$ cat src/rtl/row_scan_sequencer.sv
// ---------------------------------------------------------------------------
// row_scan_sequencer
//
// Requester side of the SET_ROW_MU / SET_ROW_RO four-phase handshake towards
// the exposure/readout row decoder. For every frame it walks the rows
// row_first..row_last on one channel (MU = mask upload, RO = readout). Each
// row goes through the same cycle:
//   present address + raise SET_ROW -> wait DONE high -> pulse row_act ->
//   wait row_act_done -> drop SET_ROW -> wait DONE low -> (gap) -> next row
// The walk direction follows the order of row_first/row_last. Row arithmetic
// wraps modulo 2^ADDR_W, and the last serviced row is always row_last.
//
// Optional feature (compile-time macro ROW_TIMEOUT_EN):
//   Adds the T_TIMEOUT input and the sticky error output. A counter bounds
//   the time spent waiting for DONE to rise (S_REQ) or fall (S_REL). When it
//   expires, the request is dropped, error is set and the frame is abandoned
//   without frame_done. Without the macro all waits are unbounded.
//
// Ports
//   clk              in   1       system clock
//   rst              in   1       synchronous active-high reset
//   start            in   1       frame start pulse, ignored while busy
//   mode             in   1       0 = MU channel, 1 = RO channel (sampled with start)
//   row_first        in   ADDR_W  first row (sampled with start)
//   row_last         in   ADDR_W  last row (sampled with start)
//   T_GAP            in   CNT_W   idle cycles between rows (sampled with start)
//   T_TIMEOUT        in   CNT_W   DONE wait limit, 0 = off (ROW_TIMEOUT_EN only)
//   SET_ROW_MU/RO    out  1       row request, only the selected channel
//   ROWADD_MU/RO     out  ADDR_W  row address, 0 while not requesting
//   SET_ROW_DONE_MU  in   1       decoder MU done
//   SET_ROW_DONE_RO  in   1       decoder RO done
//   row_act          out  1       one-cycle pulse: row selected, run per-row work
//   row_act_done     in   1       per-row work complete (level or pulse)
//   cur_row          out  ADDR_W  row being serviced
//   busy             out  1       high from start accept until frame end/abort
//   error            out  1       sticky timeout flag (ROW_TIMEOUT_EN only)
//   frame_done       out  1       one-cycle pulse after the last row released
//
// All outputs are registered and reset to 0.
// ---------------------------------------------------------------------------
module row_scan_sequencer #(
    parameter int ADDR_W = 10,
    parameter int CNT_W  = 32
) (
    input  logic              clk,
    input  logic              rst,
    input  logic              start,
    input  logic              mode,
    input  logic [ADDR_W-1:0] row_first,
    input  logic [ADDR_W-1:0] row_last,
    input  logic [CNT_W-1:0]  T_GAP,
`ifdef ROW_TIMEOUT_EN
    input  logic [CNT_W-1:0]  T_TIMEOUT,
`endif
    output logic              SET_ROW_MU,
    output logic              SET_ROW_RO,
    output logic [ADDR_W-1:0] ROWADD_MU,
    output logic [ADDR_W-1:0] ROWADD_RO,
    input  logic              SET_ROW_DONE_MU,
    input  logic              SET_ROW_DONE_RO,
    output logic              row_act,
    input  logic              row_act_done,
    output logic [ADDR_W-1:0] cur_row,
    output logic              busy,
`ifdef ROW_TIMEOUT_EN
    output logic              error,
`endif
    output logic              frame_done
);

    typedef enum logic [2:0] {
        S_IDLE = 3'd0,
        S_REQ  = 3'd1,
        S_ACT  = 3'd2,
        S_REL  = 3'd3,
        S_GAP  = 3'd4
    } state_t;

    state_t            state_q, state_d;

    // Frame configuration captured when start is accepted
    logic              mode_q, mode_d;
    logic              step_up_q, step_up_d;
    logic [ADDR_W-1:0] last_q, last_d;
    logic [CNT_W-1:0]  gap_q, gap_d;

    logic [CNT_W-1:0]  gap_cnt_q, gap_cnt_d;

    // Next values of the registered outputs
    logic [ADDR_W-1:0] cur_row_d;
    logic              busy_d;
    logic              row_act_d;
    logic              frame_done_d;
    logic              req_d;
    logic              set_mu_d, set_ro_d;
    logic [ADDR_W-1:0] addr_mu_d, addr_ro_d;

    logic              req_q;
    logic              done_sel;
    logic [ADDR_W-1:0] next_row;
    logic              tmo_hit;

    // Only one channel is ever driven, so the live request is the OR of both.
    assign req_q    = SET_ROW_MU | SET_ROW_RO;

    // The unselected channel's DONE never reaches the state machine.
    assign done_sel = mode_q ? SET_ROW_DONE_RO : SET_ROW_DONE_MU;

    // Wraps modulo 2^ADDR_W; the walk stops on equality with row_last, so a
    // wrap can only happen when row_last genuinely lies beyond the wrap point.
    assign next_row = step_up_q ? cur_row + ADDR_W'(1) : cur_row - ADDR_W'(1);

`ifdef ROW_TIMEOUT_EN
    logic             error_d;
    logic [CNT_W-1:0] tmo_cnt_q, tmo_cnt_d;

    // tmo_cnt_q holds the number of completed cycles in the current state, so
    // the request is held for exactly T_TIMEOUT cycles before being dropped.
    assign tmo_hit = (T_TIMEOUT != '0) && ((tmo_cnt_q + CNT_W'(1)) == T_TIMEOUT);

    always_comb begin
        tmo_cnt_d = '0;
        if ((state_d == state_q) && ((state_q == S_REQ) || (state_q == S_REL))) begin
            tmo_cnt_d = tmo_cnt_q + CNT_W'(1);
        end
    end

    always_ff @(posedge clk) begin
        if (rst) begin
            tmo_cnt_q <= '0;
            error     <= 1'b0;
        end else begin
            tmo_cnt_q <= tmo_cnt_d;
            error     <= error_d;
        end
    end
`else
    // No timeout hardware: DONE waits are unbounded.
    assign tmo_hit = 1'b0;
`endif

    // -----------------------------------------------------------------------
    // Next-state and next-output logic
    // -----------------------------------------------------------------------
    always_comb begin
        // NOTE: every signal written below gets a default first, so no path
        // through the case can leave one unassigned and infer a latch.
        state_d      = state_q;
        mode_d       = mode_q;
        step_up_d    = step_up_q;
        last_d       = last_q;
        gap_d        = gap_q;
        gap_cnt_d    = gap_cnt_q;
        cur_row_d    = cur_row;
        busy_d       = busy;
        req_d        = req_q;
        row_act_d    = 1'b0;
        frame_done_d = 1'b0;
`ifdef ROW_TIMEOUT_EN
        error_d      = error;
`endif

        case (state_q)
            S_IDLE: begin
                // frame_done is high only in the first idle cycle; a start in
                // that same cycle is deliberately dropped.
                if (start && !frame_done) begin
                    mode_d    = mode;
                    step_up_d = (row_first <= row_last);
                    last_d    = row_last;
                    gap_d     = T_GAP;
                    cur_row_d = row_first;
                    busy_d    = 1'b1;
                    req_d     = 1'b1;
`ifdef ROW_TIMEOUT_EN
                    error_d   = 1'b0;
`endif
                    state_d   = S_REQ;
                end
            end

            S_REQ: begin
                if (done_sel) begin
                    row_act_d = 1'b1;
                    state_d   = S_ACT;
                end else if (tmo_hit) begin
                    req_d     = 1'b0;
                    busy_d    = 1'b0;
`ifdef ROW_TIMEOUT_EN
                    error_d   = 1'b1;
`endif
                    state_d   = S_IDLE;
                end
            end

            S_ACT: begin
                // row_act is still high during the first S_ACT cycle; a
                // row_act_done seen then belongs to no row yet and is ignored.
                if (!row_act && row_act_done) begin
                    req_d   = 1'b0;
                    state_d = S_REL;
                end
            end

            S_REL: begin
                if (!done_sel) begin
                    if (cur_row == last_q) begin
                        frame_done_d = 1'b1;
                        busy_d       = 1'b0;
                        state_d      = S_IDLE;
                    end else begin
                        cur_row_d = next_row;
                        if (gap_q == '0) begin
                            req_d   = 1'b1;
                            state_d = S_REQ;
                        end else begin
                            gap_cnt_d = '0;
                            state_d   = S_GAP;
                        end
                    end
                end else if (tmo_hit) begin
                    busy_d  = 1'b0;
`ifdef ROW_TIMEOUT_EN
                    error_d = 1'b1;
`endif
                    state_d = S_IDLE;
                end
            end

            S_GAP: begin
                // Entered only with gap_q >= 1; stays for exactly gap_q cycles.
                if (gap_cnt_q == (gap_q - CNT_W'(1))) begin
                    req_d   = 1'b1;
                    state_d = S_REQ;
                end else begin
                    gap_cnt_d = gap_cnt_q + CNT_W'(1);
                end
            end

            default: begin
                req_d   = 1'b0;
                busy_d  = 1'b0;
                state_d = S_IDLE;
            end
        endcase

        // Route the request onto the selected channel only; the idle channel
        // keeps both its request and its address at 0.
        set_mu_d  = req_d & ~mode_d;
        set_ro_d  = req_d & mode_d;
        addr_mu_d = set_mu_d ? cur_row_d : '0;
        addr_ro_d = set_ro_d ? cur_row_d : '0;
    end

    // -----------------------------------------------------------------------
    // State and output registers
    // -----------------------------------------------------------------------
    always_ff @(posedge clk) begin
        // NOTE: sequential state uses non-blocking assignments so every
        // register samples the pre-edge values regardless of statement order.
        if (rst) begin
            state_q    <= S_IDLE;
            mode_q     <= 1'b0;
            step_up_q  <= 1'b0;
            last_q     <= '0;
            gap_q      <= '0;
            gap_cnt_q  <= '0;
            cur_row    <= '0;
            busy       <= 1'b0;
            row_act    <= 1'b0;
            frame_done <= 1'b0;
            SET_ROW_MU <= 1'b0;
            SET_ROW_RO <= 1'b0;
            ROWADD_MU  <= '0;
            ROWADD_RO  <= '0;
        end else begin
            state_q    <= state_d;
            mode_q     <= mode_d;
            step_up_q  <= step_up_d;
            last_q     <= last_d;
            gap_q      <= gap_d;
            gap_cnt_q  <= gap_cnt_d;
            cur_row    <= cur_row_d;
            busy       <= busy_d;
            row_act    <= row_act_d;
            frame_done <= frame_done_d;
            SET_ROW_MU <= set_mu_d;
            SET_ROW_RO <= set_ro_d;
            ROWADD_MU  <= addr_mu_d;
            ROWADD_RO  <= addr_ro_d;
        end
    end

endmodule

$ cat config.mk
export PLATFORM = sky130hd
export DESIGN_NAME = row_scan_sequencer
export DESIGN_NICKNAME = d
export VERILOG_FILES = /design/src/rtl/row_scan_sequencer.sv
export SDC_FILE = /design/constraint.sdc
export NUM_CORES = 1
export LEC_CHECK = 0
export ABC_CLOCK_PERIOD_IN_PS = 4800
export BUFFER_PORTS_ARGS = -buffer_cell sky130_fd_sc_hd__buf_2
export CORE_ASPECT_RATIO = 1.5
export CORE_MARGIN = 3
export CORE_UTILIZATION = 58
export CTS_CLUSTER_DIAMETER = 150
export CTS_CLUSTER_SIZE = 20
export DETAILED_ROUTE_END_ITERATION = 6
export PLACE_DENSITY = 0.8
export SYNTH_ARGS = -nofsm -noshare
export SYNTH_HDL_FRONTEND = slang
export SYNTH_SLANG_ARGS = --single-unit
export TNS_END_PERCENT = 1
$ cat constraint.sdc
create_clock -name clk -period 4.8 [get_ports clk]
set_input_delay 0.48 -clock clk [delete_from_list [all_inputs] [get_ports clk]]
set_output_delay 0.48 -clock clk [all_outputs]
set_load 0.005 [all_outputs]
==> results.cfg, run 1 <==
[cells_and_area]
layout_commonest_cell = nand2_1
fillers = 824
regArea_um2 = 2280
antennaDiodeCount = 0
nNetsFinal = 945
fin_cells = 1019
multi_input_area_um2 = 3730
syn2layout_area_growth_pct = 19.0
fin_util_pct = 72.1
fin_area_um2 = 7470
final_cell_mix = nand2_1 (122), dfxtp_1 (114), buf_2 (93), a21oi_1 (70), nor2_1 (59)
post_route_cells_drive_above_1_share_pct = 18.3

[clock_tree]
cts_tree = yes
h-tree-depth = 4
insertion_delay_ns = 0.41
postCtsSetupRepairBufs = 0
cts-root-buf = clkbuf_16
cts_buffer_depth = 2
cts_made_buffers = 17
cts.sinks = 114
clk_pin_slew_ns = 0.06
cts_hold_buf = 0
ctsResizeCount = 0

[route]
totalWireLength_mm = 17.8
drt-vias-per-instance = 6.07
drt-wirelength-per-cell_um = 17.5
drt_iter0_drc = 479
first_pass_iters = 5
drc = 0
vias = 6190
postRouteAntennaNets = 0

[die]
start_util_pct = 60.6
die_h_um = 133
core-area_um2 = 10400
rows = 45
die_x_um = 91.0
die_area_um2 = 12100
ios = 94

[synthesis]
yosysUniqueCellTypes = 73
syn_inst = 779
seq_area_frac_synth_pct = 36.3
syn-num-nets = 859
yosysWarnings = 0
syn_area_um2 = 6280
synth-edff-count = 0
avgSynthCellArea_um2 = 8.06
ys.flop_type = dfxtp_1
async_flop_share_pct = 0
ys_seq_elements = 114

[sta]
finalMaxSlewViolations = 0
hold_violations = 0
worstMarginPinSlew_ns = 1.17
fin_crit_sh_pct = 95.0
setup_violations = 0
finalSetupTns_ns = 0
period_minus_slack_ns = 4.56
maxSlewHeadroom_pct = 22.0
hold_ws_ns = 0.303
fmax_mhz = 219
fin_worst_skew_ns = 0.00775
rsz0062_at_grt = false

[critical_path]
cpPeakStageDelay_ns = 0.72
critPathArrivalTime_ns = 4.82
reg2reg_depth = 10
worst_setup_path_start_kind = flip-flop
crit_top_cell = or4_1
path_cells = or4_4, or4_1, nor3_1, a31oi_1, a211o_1, or4_1, o41a_1, nor2_4, or3_1, a21oi_2
cp_top_family = simple AND/OR/NAND/NOR gates
crit_fanout = 29
path_class = flip-flop to flip-flop
cp-end-kind = flip-flop
rrSetupSlack_ns = 0.24
path_buf_inv = 0
r2r_end = gap_cnt_q[26]
cp-startpoint = gap_q[7]
slowest_stage = or4_1
cp_data_required_time_ns = 5.06
r2r-start = gap_q[7]

[placement]
place_congestion = 0.904
numPortBuffers = 93
place_hpwl_mm = 12.9
place_area_um2 = 6830
dp_cells = 987

[power_and_ir_drop]
ir_worst_vdd_mv = 0.337
p_leak_nw = 3.10
p_per_area_nw_per_um2 = 425

[worst_hold_path]
hold_class = input pin to flip-flop
hold_depth = 3
min_to = gap_q[14]
min-delay-start = T_GAP[14]

[grt]
grt_use_total_pct = 29.2
grt_max_degree = 52
grt_first_pass_wirelength_mm = 28.8
antenna_found_initial = 0
grt_pass1_vias = 6166
overflow = 0

[outcome]
status = finished, final reports clean

[job]
maxCapViolations = 0
## report_power, final
part           total [mW]  switching, mW  internal, mW
registers            1.08         0.0781          1.01
logic               0.719          0.428         0.291
clock network        1.37          0.488         0.883
total                3.17          0.994          2.18
## how the worst max path moves through the flow
| stage | to | cells past startpoint | slack, ns |
|---|---|---|---|
| floorplan | gap_cnt_q[26] | 14 | 1.13 |
| global placement | ROWADD_MU[9] | 11 | 0.55 |
| detailed placement | gap_cnt_q[22] | 10 | 0.42 |
| CTS | gap_cnt_q[26] | 10 | 0.34 |
| global route | gap_cnt_q[22] | 10 | 0.07 |
| finish | gap_cnt_q[26] | 10 | 0.24 |
## layer usage
metal	track usage (%)	share of wire, %	vias to the layer above
met3	5.76	5.9	60
met1	30.0	36	2904
met5	0	0	-
met2	54.4	54	283
li1	-	-	2943
met4	16.7	4.3	0
## cell families after synthesis
kind of cell,synth area share [%]
AOI/OAI and AO/OA,18.0
xor gates and xnor gates,8.64
adders and majority gates,4.30
buffers and inverters,4.44
DFF,36.3
muxes,1.29
and+or+nand+nor,27.0
## synth_stat cells, types with 3 or more instances
| cell type | instances | area [um^2] |
|---|---|---|
| a222oi_1 | 6 | 60.1 |
| and2_1 | 9 | 56.3 |
| mux2i_1 | 7 | 70.1 |
| or3_1 | 24 | 150 |
| a21oi_2 | 5 | 43.8 |
| xor2_1 | 21 | 184 |
| or4_1 | 12 | 90.1 |
| ha_1 | 20 | 250 |
| nand4_1 | 9 | 56.3 |
| o21ai_0 | 15 | 75.1 |
| nor4_1 | 18 | 113 |
| nor2_1 | 60 | 225 |
| and3_1 | 12 | 75.1 |
| nand2b_1 | 5 | 31.3 |
| dfxtp_1 | 114 | 2280 |
| inv_1 | 27 | 101 |
| a21o_1 | 7 | 52.6 |
| nand3_1 | 15 | 75.1 |
| o211ai_1 | 8 | 60.1 |
| nor3_1 | 11 | 55.1 |
| o21ai_1 | 12 | 60.1 |
| nor2b_1 | 19 | 119 |
| a2111oi_0 | 5 | 43.8 |
| a31oi_1 | 5 | 31.3 |
| or2_2 | 3 | 18.8 |
| o21ai_2 | 6 | 52.6 |
| xnor2_1 | 41 | 359 |
| clkbuf_1 | 28 | 105 |
| buf_6 | 3 | 33.8 |
| o2111ai_1 | 3 | 26.3 |
| a21oi_1 | 70 | 350 |
| nand2_1 | 122 | 458 |
## through the flow
stage | setup WS [ns] | total power, mW
finish | 0.241 | 3.17
global route | 0.0695 | 3.30
CTS | 0.344 | 3.17
detailed placement | 0.416 | 1.80
global placement | 0.550 | 1.78
floorplan | 1.13 | 1.59
## state kept, by name, indices dropped and copies added (netlist names)
| register | cells |
|---|---|
| ROWADD_MU | 10 |
| ROWADD_RO | 10 |
| SET_ROW_MU | 1 |
| SET_ROW_RO | 1 |
| busy | 1 |
| cur_row | 10 |
| frame_done | 1 |
| gap_cnt_q | 32 |
| gap_q | 32 |
| last_q | 10 |
| mode_q | 1 |
| row_act | 1 |
| state_q | 3 |
| step_up_q | 1 |
## worst reg2reg max path, delay by kind of cell, from the launching register on
| kind | cells | cell delay, ns |
|---|---|---|
| AOI/OAI and AO/OA | 4 | 1.01 |
| DFF | 1 | 0.38 |
| and+or+nand+nor | 6 | 3.03 |
## area by class of cell
class                           instances  area share, %
Timing Repair Buffer                  103           7.23
Clock buffer                           17           5.69
Tap cell                              141           2.36
Inverter                               28           1.41
Sequential cell                       114           30.5
Multi-Input combinational cell        601           49.9
Clock inverter                         15           2.90
No activity file was read; power rests on OpenSTA's default activity.
==> inputs of run 2 (changes only) <==
Settings changed: BUFFER_PORTS_ARGS -buffer_cell sky130_fd_sc_hd__buf_2 to unset, CORE_UTILIZATION 58 to 60, DONT_BUFFER_PORTS set to 1, PLACE_DENSITY 0.8 to 0.75.
==> results.cfg, run 2 (synthesized netlist as in run 1, its figures left out) <==
[die]
die_x_um = 89.6
start_util_pct = 61.6
die_h_um = 131
rows = 45
die_area_um2 = 11800
ios = 94
core-area_um2 = 10200

[clock_tree]
cts_hold_buf = 0
ctsResizeCount = 0
cts-root-buf = clkbuf_16
cts_made_buffers = 17
cts_buffer_depth = 2
h-tree-depth = 4
cts_tree = yes
cts.sinks = 114
clk_pin_slew_ns = 0.06
insertion_delay_ns = 0.42
postCtsSetupRepairBufs = 0

[critical_path]
critPathArrivalTime_ns = 4.75
crit_top_cell = or4_1
cp-end-kind = flip-flop
slowest_stage = or4_1
crit_fanout = 29
cpPeakStageDelay_ns = 0.70
cp_data_required_time_ns = 5.11
worst_setup_path_start_kind = flip-flop
cp-startpoint = gap_q[7]
r2r-start = gap_q[7]
path_class = flip-flop to flip-flop
path_cells = or4_4, or4_1, nor3_1, a31oi_1, a211o_1, or4_1, o41a_1, nor2_4, nor4_1, o21a_1

[worst_hold_path]
hold_class = input pin to flip-flop
min-delay-start = rst

[route]
vias = 5686
drt-vias-per-instance = 6.19
postRouteAntennaNets = 0
totalWireLength_mm = 16.8
drt_iter0_drc = 374
first_pass_iters = 5
drc = 0
drt-wirelength-per-cell_um = 18.3

[outcome]
status = finished, final reports clean

[placement]
place_congestion = 0.954
place_area_um2 = 6320
numPortBuffers = 0
place_hpwl_mm = 12.4

[sta]
setup_violations = 0
fmax_mhz = 225
fin_crit_sh_pct = 92.6
hold_violations = 0
fin_worst_skew_ns = 0.0131
period_minus_slack_ns = 4.44
worstMarginPinSlew_ns = 1.16
finalMaxSlewViolations = 0
rsz0062_at_grt = false
maxSlewHeadroom_pct = 22.8
finalSetupTns_ns = 0

[power_and_ir_drop]
p_per_area_nw_per_um2 = 422
p_leak_nw = 2.61
ir_worst_vdd_mv = 0.242

[cells_and_area]
antennaDiodeCount = 0
post_route_cells_drive_above_1_share_pct = 7.84
final_cell_mix = nand2_1 (122), dfxtp_1 (114), a21oi_1 (70), nor2_1 (59), xnor2_1 (41)
largestRegisters = gap_cnt_q x32, gap_q x32
fin_util_pct = 67.6
layout_commonest_cell = nand2_1
nNetsFinal = 846
syn2layout_area_growth_pct = 9.60
fin_area_um2 = 6890

[job]
maxCapViolations = 0

[grt]
grtUsageMet1_pct = 31.0
grt_use_total_pct = 29.4
grt_pass1_vias = 5701
top_usage_layer = met2
globalRouteMet3Util_pct = 9.91
antenna_found_initial = 0
grt_first_pass_wirelength_mm = 27.1
grt_use_met2_pct = 50.6
grt_max_degree = 65
overflow = 0
[run 2: cell types whose count changed in the layout (fill, tap and decap cells not counted), sizes merged]
cell	previous run	this run
buf	103	4
bufinv	4	1
clkbuf	17	19
clkinv	5	7
clkinvlp	0	4
inv	34	28
[run 2: layout make-up]
type | instances | area (um^2)
Clock buffer | 19 | 453
Tap cell | 141 | 176
Inverter | 28 | 105
Fill cell | 837 | 3310
Clock inverter | 12 | 110
Sequential cell | 114 | 2280
Timing Repair Buffer | 4 | 30.0
Multi-Input combinational cell | 601 | 3730
[run 2: worst max-delay path: cells and delay by family, from the launching register on]
family	cells	cell delay, ns
simple gates	6	2.89
compound gates	4	1.08
flops	1	0.37
[run 2: worst paths after layout]
path,to,slack (ns),cells after the start
setup / recovery,gap_cnt_q[22],0.36,10
hold / removal,last_q[8],0.14,1
setup reg to reg,gap_cnt_q[22],0.36,10
hold reg to reg,last_q[7],0.46,2
[run 2: metrics by stage]
stage / cells / worst slack [ns] / hold slack (ns) / power (mW)
6_report: 919 / 0.356 / 0.136 / 2.91
5_1_grt: 919 / 0.0422 / 0.118 / 3.04
4_1_cts: 919 / 0.389 / 0.128 / 2.91
3_5_place_dp: 888 / 0.397 / 0.452 / 1.72
3_3_place_gp: 888 / 0.547 / 0.448 / 1.71
2_1_floorplan: 779 / 1.13 / 0.448 / 1.59
[run 2: metal layers]
| metal | wire, um | share of wire [%] | up-vias |
|---|---|---|---|
| met3 | 1290 | 7.7 | 68 |
| met5 | 0 | 0 | - |
| met4 | 778 | 4.6 | 0 |
| met2 | 8650 | 52 | 254 |
| li1 | - | - | 2736 |
| met1 | 6060 | 36 | 2628 |
[run 2: report_power, final]
part	leakage, nW	total [mW]	internal [mW]	switching [mW]
logic	1.42	0.625	0.251	0.374
clock network	0.267	1.19	0.735	0.455
registers	0.928	1.09	1.01	0.0866
